`src/rtl/vga_color_sequencer.sv`:
```
// Steps the solid-colour VGA datapath through an 8-entry RGB565 palette, changing colour only
// at vsync frame boundaries, either automatically every FRAMES_PER_COLOR frames or by key_step.
module vga_color_sequencer #(
  parameter int unsigned FRAMES_PER_COLOR = 60,
  parameter bit          VSYNC_ACT_LOW    = 1'b1
) (
  input  logic        clk,
  input  logic        rst_n,
  input  logic        vsync_in,
  input  logic        key_mode,
  input  logic        key_step,
  output logic [15:0] color_out,
  output logic [2:0]  color_idx,
  output logic        frame_tick,
  output logic        paused
);

  typedef enum logic {ST_AUTO = 1'b0, ST_PAUSED = 1'b1} state_e;

  localparam logic       VS_IDLE  = VSYNC_ACT_LOW ? 1'b1 : 1'b0;
  localparam logic [7:0] CNT_LAST = 8'(FRAMES_PER_COLOR - 1);

  function automatic logic [15:0] palette(input logic [2:0] i);
    case (i)
      3'd0:    palette = 16'hF800;
      3'd1:    palette = 16'h07E0;
      3'd2:    palette = 16'h001F;
      3'd3:    palette = 16'hFFFF;
      3'd4:    palette = 16'h0000;
      3'd5:    palette = 16'hFFE0;
      3'd6:    palette = 16'h07FF;
      default: palette = 16'hF81F;
    endcase
  endfunction

  state_e      state_q, state_d;
  logic [7:0]  cnt_q, cnt_d;
  logic        step_pending_q, step_pending_d;
  logic [2:0]  idx_q, idx_d;
  logic [15:0] color_q;
  logic        vs_raw_q;
  logic        frame_tick_q;
  logic        vs_act, vs_prev_act, frame_edge;

  // Previous level resets to idle, so vsync already asserted at reset release reads as an edge.
  assign vs_act      = VSYNC_ACT_LOW ? ~vsync_in : vsync_in;
  assign vs_prev_act = VSYNC_ACT_LOW ? ~vs_raw_q : vs_raw_q;
  assign frame_edge  = vs_act & ~vs_prev_act;

  always_ff @(posedge clk or negedge rst_n) begin
    if (!rst_n) begin
      state_q        <= ST_AUTO;
      cnt_q          <= 8'd0;
      step_pending_q <= 1'b0;
      idx_q          <= 3'd0;
      color_q        <= 16'hF800;
      vs_raw_q       <= VS_IDLE;
      frame_tick_q   <= 1'b0;
    end else begin
      state_q        <= state_d;
      cnt_q          <= cnt_d;
      step_pending_q <= step_pending_d;
      idx_q          <= idx_d;
      color_q        <= palette(idx_d);
      vs_raw_q       <= vsync_in;
      frame_tick_q   <= frame_edge;
    end
  end

  always_comb begin
    state_d = state_q;
    if (key_mode) begin
      state_d = (state_q == ST_AUTO) ? ST_PAUSED : ST_AUTO;
    end
  end

  // key_mode outranks both the frame advance and step requests in the same cycle.
  always_comb begin
    cnt_d          = cnt_q;
    step_pending_d = step_pending_q;
    idx_d          = idx_q;
    if (key_mode) begin
      cnt_d          = 8'd0;
      step_pending_d = 1'b0;
    end else if (state_q == ST_AUTO) begin
      if (frame_tick_q) begin
        if (cnt_q == CNT_LAST) begin
          cnt_d = 8'd0;
          idx_d = idx_q + 3'd1;
        end else begin
          cnt_d = cnt_q + 8'd1;
        end
      end
    end else begin
      if (frame_tick_q && step_pending_q) begin
        idx_d          = idx_q + 3'd1;
        step_pending_d = 1'b0;
      end
      if (key_step) begin
        step_pending_d = 1'b1;
      end
    end
  end

  always_comb begin
    color_out  = color_q;
    color_idx  = idx_q;
    frame_tick = frame_tick_q;
    paused     = (state_q == ST_PAUSED);
  end

endmodule

```
`config.mk`:
```
export PLATFORM = sky130hd
export DESIGN_NAME = vga_color_sequencer
export DESIGN_NICKNAME = d
export VERILOG_FILES = /design/src/rtl/vga_color_sequencer.sv
export SDC_FILE = /design/constraint.sdc
export NUM_CORES = 1
export LEC_CHECK = 0
export ABC_AREA = 0
export BUFFER_PORTS_ARGS = -buffer_cell sky130_fd_sc_hd__buf_2
export CAP_MARGIN = 10
export CORE_UTILIZATION = 47
export DETAILED_ROUTE_END_ITERATION = 12
export HOLD_SLACK_MARGIN = 0.15
export PLACE_DENSITY_LB_ADDON = 0.15
export SLEW_MARGIN = 25
export SYNTH_ARGS = -nofsm -noshare
export SYNTH_HDL_FRONTEND = slang
export SYNTH_SLANG_ARGS = --single-unit
```
`constraint.sdc`:
```
create_clock -name clk -period 1.9 [get_ports clk]
set_input_delay 0.095 -clock clk [delete_from_list [all_inputs] [get_ports clk]]
set_output_delay 0.095 -clock clk [all_outputs]
set_load 0.01 [all_outputs]
```
==> metrics.md, run 1 <==
| Metric | Value |
|---|---|
| Logic pwr share | `0.471` |
| Via density | `5.31` |
| Setup slack after layout | `-0.133 ns` |
| Via Count | `956` |
| Netlist cell types | `40` |
| Unrepaired setup endpoints after global routing | `yes` |
| Synthesized Nets | `121` |
| Initial antenna violation count | `0` |
| Sequential power share | `0.364` |
| Final Hold Vio Count | `0` |
| Failing checks | `setup timing` |
| CTS Sinks | `18` |
| Post-Route Skew | `0.00400 ns` |
| EDFF count, synth | `0` |
| Worst-Margin Slew | `0.401 ns` |
| Drt first pass iters | `4` |
| Max Clk Rate | `492 MHz` |
| Synth Cell Area | `1070 um2` |
| Share of layout cells above drive strength 1 | `0.412` |
| 1st-iter DRT viols | `22` |
| Diode count | `0` |
| Maximum clock path buffer count | `2` |
| Ports | `26` |
| Multi-input gate area | `519 um2` |
| Final slew viol count | `0` |
| Fin util | `0.681` |
| Worst min path class | `in2async` |
| Sequential Area | `453 um2` |
| Sequential share of the synthesized area | `0.423` |
| Critical path class | `reg2reg` |
| Top_reg_cell synth | `dfrtp_1` |
| P&R area growth vs syn | `29.9%` |
| Crit start category | `flop` |
| Fraction of registers with async set/reset | `1.00` |
| Grt ovf | `0` |
| Post-Layout Inst Area | `1390 um2` |
| Reg-to-reg slack, setup | `-0.13 ns` |
| Period utilization | `1.07` |
| Yosys top cell area share | `0.374` |
| Leakage | `0.689 nW` |
| Placed Area | `1270 um2` |
| Worst endpoint required time | `2.14 ns` |
| Pwr/cell area | `1050 nW/um2` |
| Yosys warning count | `0` |
| Standard-cell rows | `16` |
| Antenna Nets Post-Route | `0` |
| Largest net degree at the start of global routing | `19` |
| MaxCap Viol Count | `0` |
| Number of port buffers | `25` |
| Worst path arrival time | `2.27 ns` |
| Switching power | `0.554 mW` |
| FILL cells | `179` |
| Mean Syn Cell Area | `9.38 um2` |
| First-pass GRT wire length | `3910 um` |
| Die W | `49.7 um` |
| Starting density of the core | `0.524` |
| Die area | `2470 um2` |
| Synth area leader | `dfrtp_1` |
| H-tree depth | `1` |
| Final Power | `1.46 mW` |
| Cts bufs inserted | `3` |
| Clk slew on worst S/H paths | `0.10 ns` |
| Layout net count | `161` |
| Rel. slew slack | `0.733` |
| CTS tree | `yes` |
| Clock share of power | `0.165` |
| Worst-skew pair later-pin latency | `0.30 ns` |
| Core footprint | `2040 um2` |
| Status | `complete, but fails checks` |
| Dpl hpwl | `1640 um` |
| Total track usage | `0.213` |
| Drt total wl | `2320 um` |
| Seq cells post-synth | `18` |
| Die Span Y | `49.7 um` |
| CP Max Fanout | `3` |
| Pint | `0.901 mW` |
| Vias in the first global route | `905` |
| Average wire per standard cell | `12.9 um` |
| Min Tclk post-route | `2.03 ns` |
| Gate Count Post-Synth | `114` |
| DRC | `0` |
| GP Congestion | `0.879` |
| Setup Viol. Count Final | `2` |
| Root buffer cell | `clkbuf_4` |
| Switching part of the total | `0.381` |
| Worst VDD drop | `0.000714 V` |
| Top post-synthesis cells by area | `dfrtp_1, buf_4, xor2_1` |
| Crit path capture type | `flop` |
==> synthesized netlist by cell type, types with 2 or more instances <==
library cell,n
nor4_1,2
ha_1,2
nand2_1,9
nand3_1,4
or4b_4,2
a31oi_1,3
xor2_1,7
dfstp_2,2
o21ai_0,7
nand4_1,3
dfrtp_1,16
buf_4,13
nor2b_1,2
nor2_1,13
inv_1,4
==> sequential cells by signal (all words and copies together) (netlist names) <==
name	count
cnt_q	8
step_pending_q	1
color_out	3
color_idx	3
frame_tick	1
vs_raw_q	1
paused	1
==> power by group through the flow <==
stage,Combinational [mW],Clock [mW],Sequential (mW)
floorplan,0.487,0,0.586
finish,0.685,0.240,0.530
CTS,0.677,0.249,0.532
global placement,0.651,0,0.535
detailed placement,0.659,0,0.540
global route,0.744,0.257,0.545
==> worst max-delay path, stage by stage, from the launching register on <==
cell     delay [ns]
dfrtp_1        0.40
or4b_4         0.54
or4b_4         0.50
and4_4         0.21
a32oi_2        0.16
xor2_1         0.16
==> area by class of cell <==
type / instances / share of cell area
multi-input cells: 76 / 0.374
flip-flops and latches: 18 / 0.326
well taps: 27 / 0.0243
inverters: 4 / 0.0108
repair buffers: 51 / 0.239
clock buffers: 4 / 0.0261
==> what timing repair did <==
action                                  CTS  global route
endpoints found under the hold margin    23             0
gates resized for setup                   1             2
pin swaps                                 6             1
endpoints found under the setup margin    2             4
hold buffers                              5             0
buffers inserted                          0             2
==> path summary, 6_finish.rpt <==
check	start	endpoint	cells after the start
worst max-delay path	cnt_q[7]$_DFFE_PN0P_	color_out[14]$_DFF_PN1_	5
min in group clk	vsync_in	vs_raw_q$_DFF_PN1_	2
worst min-delay path	rst_n	color_idx[1]$_DFF_PN0_	2
max in group asynchronous	rst_n	vs_raw_q$_DFF_PN1_	2
worst max register to register	cnt_q[7]$_DFFE_PN0P_	color_out[14]$_DFF_PN1_	5
worst min register to register	vs_raw_q$_DFF_PN1_	frame_tick$_DFF_PN0_	1
==> per-stage QoR <==
step | worst slack, ns | std cells | hold slack [ns] | setup TNS, ns
3_3_place_gp | -0.133 | 169 | 0.0399 | -0.249
4_1_cts | -0.129 | 178 | 0.241 | -0.241
3_5_place_dp | -0.164 | 169 | 0.0550 | -0.306
2_1_floorplan | -0.154 | 114 | -0.201 | -0.293
5_1_grt | -0.174 | 180 | 0.283 | -0.334
6_report | -0.133 | 180 | 0.233 | -0.250
==> kinds of logic (layout without fill, tap and decap cells) <==
group                      after synthesis  in the layout  synth area share
and+or+nand+nor                         44             44             0.230
xor gates and xnor gates                 8              8            0.0655
DFF                                     18             18             0.423
AOI/OAI and AO/OA                       21             21             0.131
adders and majority gates                2              2            0.0234
muxes                                    1              1           0.00936
buffers and inverters                   20             59             0.117
==> cells in the final DEF, fill, tap and decap left out, drive strengths merged, types with 3 or more instances in the layout <==
master	synthesis	final
xor2	7	7
nand3	4	4
dlygate4sd3	0	5
clkbuf	1	4
nor2	13	13
or4b	3	3
inv	4	4
o21ai	7	7
nand2	9	9
buf	15	46
nand4	3	3
a31oi	3	3
dfrtp	16	16
==> routing by layer <==
metal	routed length, um	vias to the layer above	global-route usage
li1	-	476	-
met1	977	436	0.250
met2	1170	39	0.363
met3	120	5	0.0463
met4	46	0	0.105
met5	0	-	0
Note: power is estimated with default switching activity, not from simulation.
==> run 2, diff against run 1 <==
- REMOVE_ABC_BUFFERS: unset -> 1
- clock period: 1.9 -> 1.85 ns (I/O delays scaled with it)
==> run 2 against run 1 <==
The run still ends with setup timing left; first-iteration DRC count decreased by 32%; flip-flop and latch count unchanged; count of clock-buffer cells in the layout unchanged; fmax decreased by 0.17%; combinational power increased by 6.1%; routed wire length increased by 0.78%; global-route usage increased by 0.55 points; non-clock buffer count increased by 2; cell count increased by 1.1%; register-to-register slack got worse by 0.05 ns; largest cell class unchanged; die area unchanged; critical path type unchanged; power increased by 0.77%.
==> metrics.md, run 2 (synthesis results as in run 1) <==
| Metric | Value |
|---|---|
| Status | `complete, but fails checks` |
| Failing checks | `setup timing` |
| GP Congestion | `0.910 (+3.4%)` |
| Unrepaired setup endpoints after global routing | `yes` |
| Reg-to-reg slack, setup | `-0.19 ns (-0.05 ns)` |
| Max FFs per register | `8 (unchanged)` |
| Number of port buffers | `25 (unchanged)` |
| Final Hold Vio Count | `0 (unchanged)` |
| Max Clk Rate | `491 MHz (-0.17%)` |
| Worst-Margin Slew | `0.393 ns (-0.00843 ns)` |
| Reg-to-Reg End | `color_out[14]$_DFF_PN1_` |
| FF-to-FF path depth | `5 (unchanged)` |
| CTS Sinks | `18 (unchanged)` |
| Worst VDD drop | `0.000677 V (-5.2%)` |
| Crit start category | `flop` |
| Average wire per standard cell | `12.8 um (-0.33%)` |
| DRC | `0 (unchanged)` |
| Total track usage | `0.218 (+0.00550)` |
| Starting density of the core | `0.524 (unchanged)` |
| Critical Path Source | `cnt_q[7]$_DFFE_PN0P_` |
| Dpl hpwl | `1720 um (+4.7%)` |
| Ports | `26 (unchanged)` |
| Post-Route Skew | `0.00245 ns (-0.00155 ns)` |
| Drt first pass iters | `5 (+1)` |
| Layout net count | `163 (+1.2%)` |
| Biggest register | `cnt_q` |
| Min Tclk post-route | `2.04 ns (+0.00344 ns)` |
| Critical Path Sink | `color_out[14]$_DFF_PN1_` |
| Critical path class | `reg2reg` |
| Die W | `49.7 um (unchanged)` |
| Most frequent cells in the layout | `buf_2, buf_4, dfrtp_1, nor2_1, nand2_1` |
| First-pass GRT wire length | `4040 um (+3.5%)` |
| Worst endpoint required time | `2.07 ns (-0.07 ns)` |
| Cts bufs inserted | `3 (unchanged)` |
| Maximum clock path buffer count | `2 (unchanged)` |
| H-tree depth | `1 (unchanged)` |
| Final slew viol count | `0 (unchanged)` |
| Pwr/cell area | `1050 nW/um2 (+0.41%)` |
| Vias in the first global route | `917 (+1.3%)` |
| Period utilization | `1.10 (+0.0308)` |
| Fin util | `0.683 (+0.00245)` |
| Crit Reg-Reg Startpoint | `cnt_q[7]$_DFFE_PN0P_` |
| Grt ovf | `0 (unchanged)` |
| Via density | `5.24 (-1.4%)` |
| Via Count | `953 (-0.31%)` |
| Leakage | `0.692 nW (+0.40%)` |
| Worst min path class | `in2async` |
| Share of layout cells above drive strength 1 | `0.413 (+0.00114)` |
| Rel. slew slack | `0.738 (+0.00562)` |
| 1st-iter DRT viols | `15 (-32%)` |
| Root buffer cell | `clkbuf_4` |
| Placed Area | `1280 um2 (+0.69%)` |
| Diode count | `0 (unchanged)` |
| Setup slack after layout | `-0.187 ns (-0.0534 ns)` |
| Core footprint | `2040 um2 (unchanged)` |
| Worst-skew pair later-pin latency | `0.29 ns (about the same)` |
| CTS tree | `yes` |
| Die area | `2470 um2 (unchanged)` |
| Die Span Y | `49.7 um (unchanged)` |
| Largest net degree at the start of global routing | `19 (unchanged)` |
| Post-Layout Inst Area | `1400 um2 (+0.36%)` |
| MaxCap Viol Count | `0 (unchanged)` |
| Worst path arrival time | `2.26 ns (about the same)` |
| Clk slew on worst S/H paths | `0.10 ns (about the same)` |
| Crit path capture type | `flop` |
| Antenna Nets Post-Route | `0 (unchanged)` |
| Setup Viol. Count Final | `2 (unchanged)` |
| Standard-cell rows | `16 (unchanged)` |
| Commonest non-fill, non-tap cell in the layout | `buf_2` |
| P&R area growth vs syn | `30.4%` |
| CP Max Fanout | `3 (unchanged)` |
| Drt total wl | `2330 um (+0.78%)` |
| Initial antenna violation count | `0 (unchanged)` |
| FILL cells | `165 (-7.8%)` |
run 2: what timing repair did:
action,CTS,global route
hold buffers,5,0
pin swaps,5,0
resized for setup,3,3
hold endpoints to repair,22,0
setup endpoints to repair,2,4
buffers inserted,0,1
run 2: critical path, cell delays in order (launching register included):
cell and delay (ns):
dfrtp_1 0.39, or4b_4 0.54, or4b_4 0.50, and4_4 0.21
a32oi_2 0.17, xor2_1 0.16
run 2: worst min path at each step:
stage | start | to | slack (ns)
after floorplan | rst_n | cnt_q[0]$_DFFE_PN0P_ | -0.20
after global placement | rst_n | color_idx[2]$_DFF_PN0_ | 0.04
after detailed placement | rst_n | color_idx[1]$_DFF_PN0_ | 0.04
after CTS | rst_n | color_out[4]$_DFF_PN0_ | 0.26
after global routing | rst_n | color_out[10]$_DFF_PN0_ | 0.28
final | rst_n | color_out[4]$_DFF_PN0_ | 0.25
run 2: stage by stage:
step | power [mW] | std cells | setup slack, ns | setup TNS, ns | hold WS, ns
2_1_floorplan | 0.887 | 98 | -0.216 | -0.419 | -0.203
3_3_place_gp | 1.22 | 172 | -0.194 | -0.379 | 0.0376
3_5_place_dp | 1.23 | 172 | -0.225 | -0.438 | 0.0448
4_1_cts | 1.47 | 181 | -0.182 | -0.340 | 0.261
5_1_grt | 1.58 | 182 | -0.266 | -0.527 | 0.281
6_report | 1.47 | 182 | -0.187 | -0.346 | 0.248
run 2: area by class of cell:
type                       count  area, um2  area share
multi-input combinational     76        519       0.372
sequential                    18        453       0.325
timing repair buffer          53        348       0.249
tap                           27       33.8      0.0242
clock buffer                   4       26.3      0.0188
inverter                       4       15.0      0.0108
run 2: power breakdown:
group | switching [mW] | internal [mW]
Clock | 0.119 | 0.0837
Combinational | 0.382 | 0.345
Sequential | 0.0587 | 0.479
run 2: layer usage:
layer | up-vias | GRT usage | part of all wire
met2 | 30 | 0.399 | 0.52
met1 | 447 | 0.260 | 0.44
li1 | 474 | - | -
met5 | - | 0 | 0
met4 | 0 | 0.0714 | 0.0051
met3 | 2 | 0.0278 | 0.041
==> run 3, diff against run 2 <==
- CORE_MARGIN: unset -> 2
- CTS_CLUSTER_DIAMETER: unset -> 100
- RECOVER_POWER: unset -> 25
==> run 3 against run 2 <==
Setup slack got worse by 0.018 ns; count of clock-buffer cells in the layout decreased by 1; flip-flop and latch count is the same; first-iteration DRC count rose by 13%; largest cell class unchanged; non-clock buffer count fell by 3; the flow still finishes with violations (setup timing); clock power about the same; sequential power about the same; critical endpoint unchanged; highest routed layer unchanged; clock skew barely moved.
==> metrics.md, run 3 (synthesis results as in run 1) <==
| Metric | Value |
|---|---|
| Rel. slew slack | `0.370 (-0.368)` |
| Total track usage | `0.192 (-0.0263)` |
| CP Max Fanout | `3 (unchanged)` |
| Setup tns final | `-0.396 ns (-0.0500 ns)` |
| Status | `complete, but fails checks` |
| Biggest register | `cnt_q` |
| Worst-skew pair later-pin latency | `0.30 ns (about the same)` |
| Failing checks | `setup timing` |
| Standard-cell rows | `17 (+1)` |
| CTS Sinks | `18 (unchanged)` |
| Worst slack, placed | `-0.261 ns (-0.0352 ns)` |
| Max FFs per register | `8 (unchanged)` |
| Die Span Y | `51.7 um (+4.0%)` |
| Final Power | `1.44 mW (-1.6%)` |
| Crit Reg-Reg Startpoint | `cnt_q[2]$_DFFE_PN0P_` |
| Most frequent cells in the layout | `buf_2, buf_4, dfrtp_1, nor2_1, nand2_1` |
| Die area | `2670 um2 (+8.2%)` |
| Root buffer cell | `clkbuf_4` |
| Starting density of the core | `0.488 (-0.0356)` |
| Average wire per standard cell | `12.5 um (-2.5%)` |
| Maximum clock path buffer count | `2 (unchanged)` |
| Layout net count | `160 (-1.8%)` |
| Largest net degree at the start of global routing | `19 (unchanged)` |
| Drt first pass iters | `4 (-1)` |
| Max Clk Rate | `487 MHz (-0.87%)` |
| Most frequent CP cell | `or4b_4` |
| CTS tree | `yes` |
| Final slew viol count | `0 (unchanged)` |
| Reg-to-Reg End | `color_out[14]$_DFF_PN1_` |
| Post-Route Skew | `0.00267 ns (+0.000222 ns)` |
| Crit path capture type | `flop` |
| Critical path class | `reg2reg` |
| Worst path arrival time | `2.28 ns (+0.02 ns)` |
| Cts bufs inserted | `3 (unchanged)` |
| Clk slew on worst S/H paths | `0.10 ns (about the same)` |
| Grt ovf | `0 (unchanged)` |
| Drt total wl | `2240 um (-4.2%)` |
| Number of port buffers | `25 (unchanged)` |
| Pwr/cell area | `1060 nW/um2 (+0.83%)` |
| Critical Path Source | `cnt_q[2]$_DFFE_PN0P_` |
| Worst path slowest cell | `or4b_4` |
| Via density | `5.34 (+2.0%)` |
| P&R area growth vs syn | `27.3%` |
| 1st-iter DRT viols | `17 (+2)` |
| Share of layout cells above drive strength 1 | `0.384 (-0.0288)` |
| Via Count | `956 (+0.31%)` |
| Worst min path class | `in2reg` |
| Commonest non-fill, non-tap cell in the layout | `buf_2` |
| Die W | `51.7 um (+4.0%)` |
| Initial antenna violation count | `0 (unchanged)` |
| Dpl hpwl | `1630 um (-5.3%)` |
| Worst VDD drop | `0.000575 V (-15%)` |
| Diode count | `0 (unchanged)` |
| GP Congestion | `0.908 (-0.14%)` |
| Core footprint | `2190 um2 (+7.3%)` |
| MaxCap Viol Count | `0 (unchanged)` |
| Min Tclk post-route | `2.05 ns (+0.0179 ns)` |
| Multi-input gate area | `513 um2 (-1.2%)` |
| FF-to-FF path depth | `5 (unchanged)` |
| Ports | `26 (unchanged)` |
| Hold Slack | `0.434 ns (+0.186 ns)` |
| Min-delay src | `vsync_in` |
| Worst-Margin Slew | `0.945 ns (+0.553 ns)` |
| Crit start category | `flop` |
| Sequential Area | `453 um2 (unchanged)` |
| Unrepaired setup endpoints after global routing | `yes` |
| Final Hold Vio Count | `0 (unchanged)` |
| Max incr delay on CP | `0.54 ns (about the same)` |
| Period utilization | `1.11 (+0.00969)` |
| Worst hold stages | `2` |
| H-tree depth | `1 (unchanged)` |
| Endpoint, Worst Hold | `vs_raw_q$_DFF_PN1_` |
| FILL cells | `179 (+8.5%)` |
| Reg-to-reg slack, setup | `-0.20 ns (-0.02 ns)` |
| Antenna Nets Post-Route | `0 (unchanged)` |
| Setup Viol. Count Final | `2 (unchanged)` |
| Worst endpoint required time | `2.08 ns (about the same)` |
| Worst path cell trace | `or4b_4 > or4b_4 > and4_4 > a32oi_2 > xor2_1` |
| DRC | `0 (unchanged)` |
| Vias in the first global route | `880 (-4.0%)` |
| First-pass GRT wire length | `3730 um (-7.8%)` |
| Setup slack after layout | `-0.205 ns (-0.0179 ns)` |
| Leakage | `0.671 nW (-2.9%)` |
-- run 3: area by class of cell --
class | instances | area share
Inverter | 4 | 0.0110
Multi-Input combinational cell | 76 | 0.377
Sequential cell | 18 | 0.333
Clock buffer | 3 | 0.0165
Tap cell | 28 | 0.0257
Timing Repair Buffer | 50 | 0.237
-- run 3: routing by layer --
metal,vias up,share of wire,GRT usage
met5,-,0,0
met4,0,0.045,0.132
met3,11,0.059,0.0402
met2,43,0.48,0.327
met1,438,0.42,0.213
li1,464,-,-
-- run 3: per-stage QoR --
step / cell area, um2 / std cells / util
4_1_cts: 1340 / 178 / 0.613
3_3_place_gp: 1260 / 170 / 0.576
2_1_floorplan: 960 / 98 / -
6_report: 1360 / 179 / 0.621
3_5_place_dp: 1260 / 170 / 0.576
5_1_grt: 1360 / 179 / 0.621
-- run 3: worst max path at each step --
stage | endpoint | slack (ns) | cells past startpoint
5_1_grt | color_out[14]$_DFF_PN1_ | -0.26 | 5
2_1_floorplan | color_out[10]$_DFF_PN0_ | -0.22 | 5
4_1_cts | color_out[14]$_DFF_PN1_ | -0.22 | 5
3_3_place_gp | color_out[10]$_DFF_PN0_ | -0.20 | 5
3_5_place_dp | color_out[14]$_DFF_PN1_ | -0.26 | 5
6_report | color_out[14]$_DFF_PN1_ | -0.20 | 5
-- run 3: report_power, final --
group	internal (mW)	total, mW	switching, mW
sequential	0.479	0.535	0.0566
combinational	0.325	0.707	0.382
clock	0.0759	0.201	0.125
total	0.879	1.44	0.564
-- run 3: critical path: cells and delay by family (launching register included) --
family / cells / cell delay, ns
AOI/OAI and AO/OA: 1 / 0.17
xor gates and xnor gates: 1 / 0.17
DFF: 1 / 0.39
and+or+nand+nor: 3 / 1.25
-- run 3: what timing repair did --
action / in CTS / in global routing
setup buffers: 0 / 1
setup endpoints to repair: 2 / 4
pin swaps: 4 / 6
hold buffers: 5 / 0
gates cloned: 0 / 0
hold endpoints to repair: 23 / 0
gates resized for setup: 1 / 4
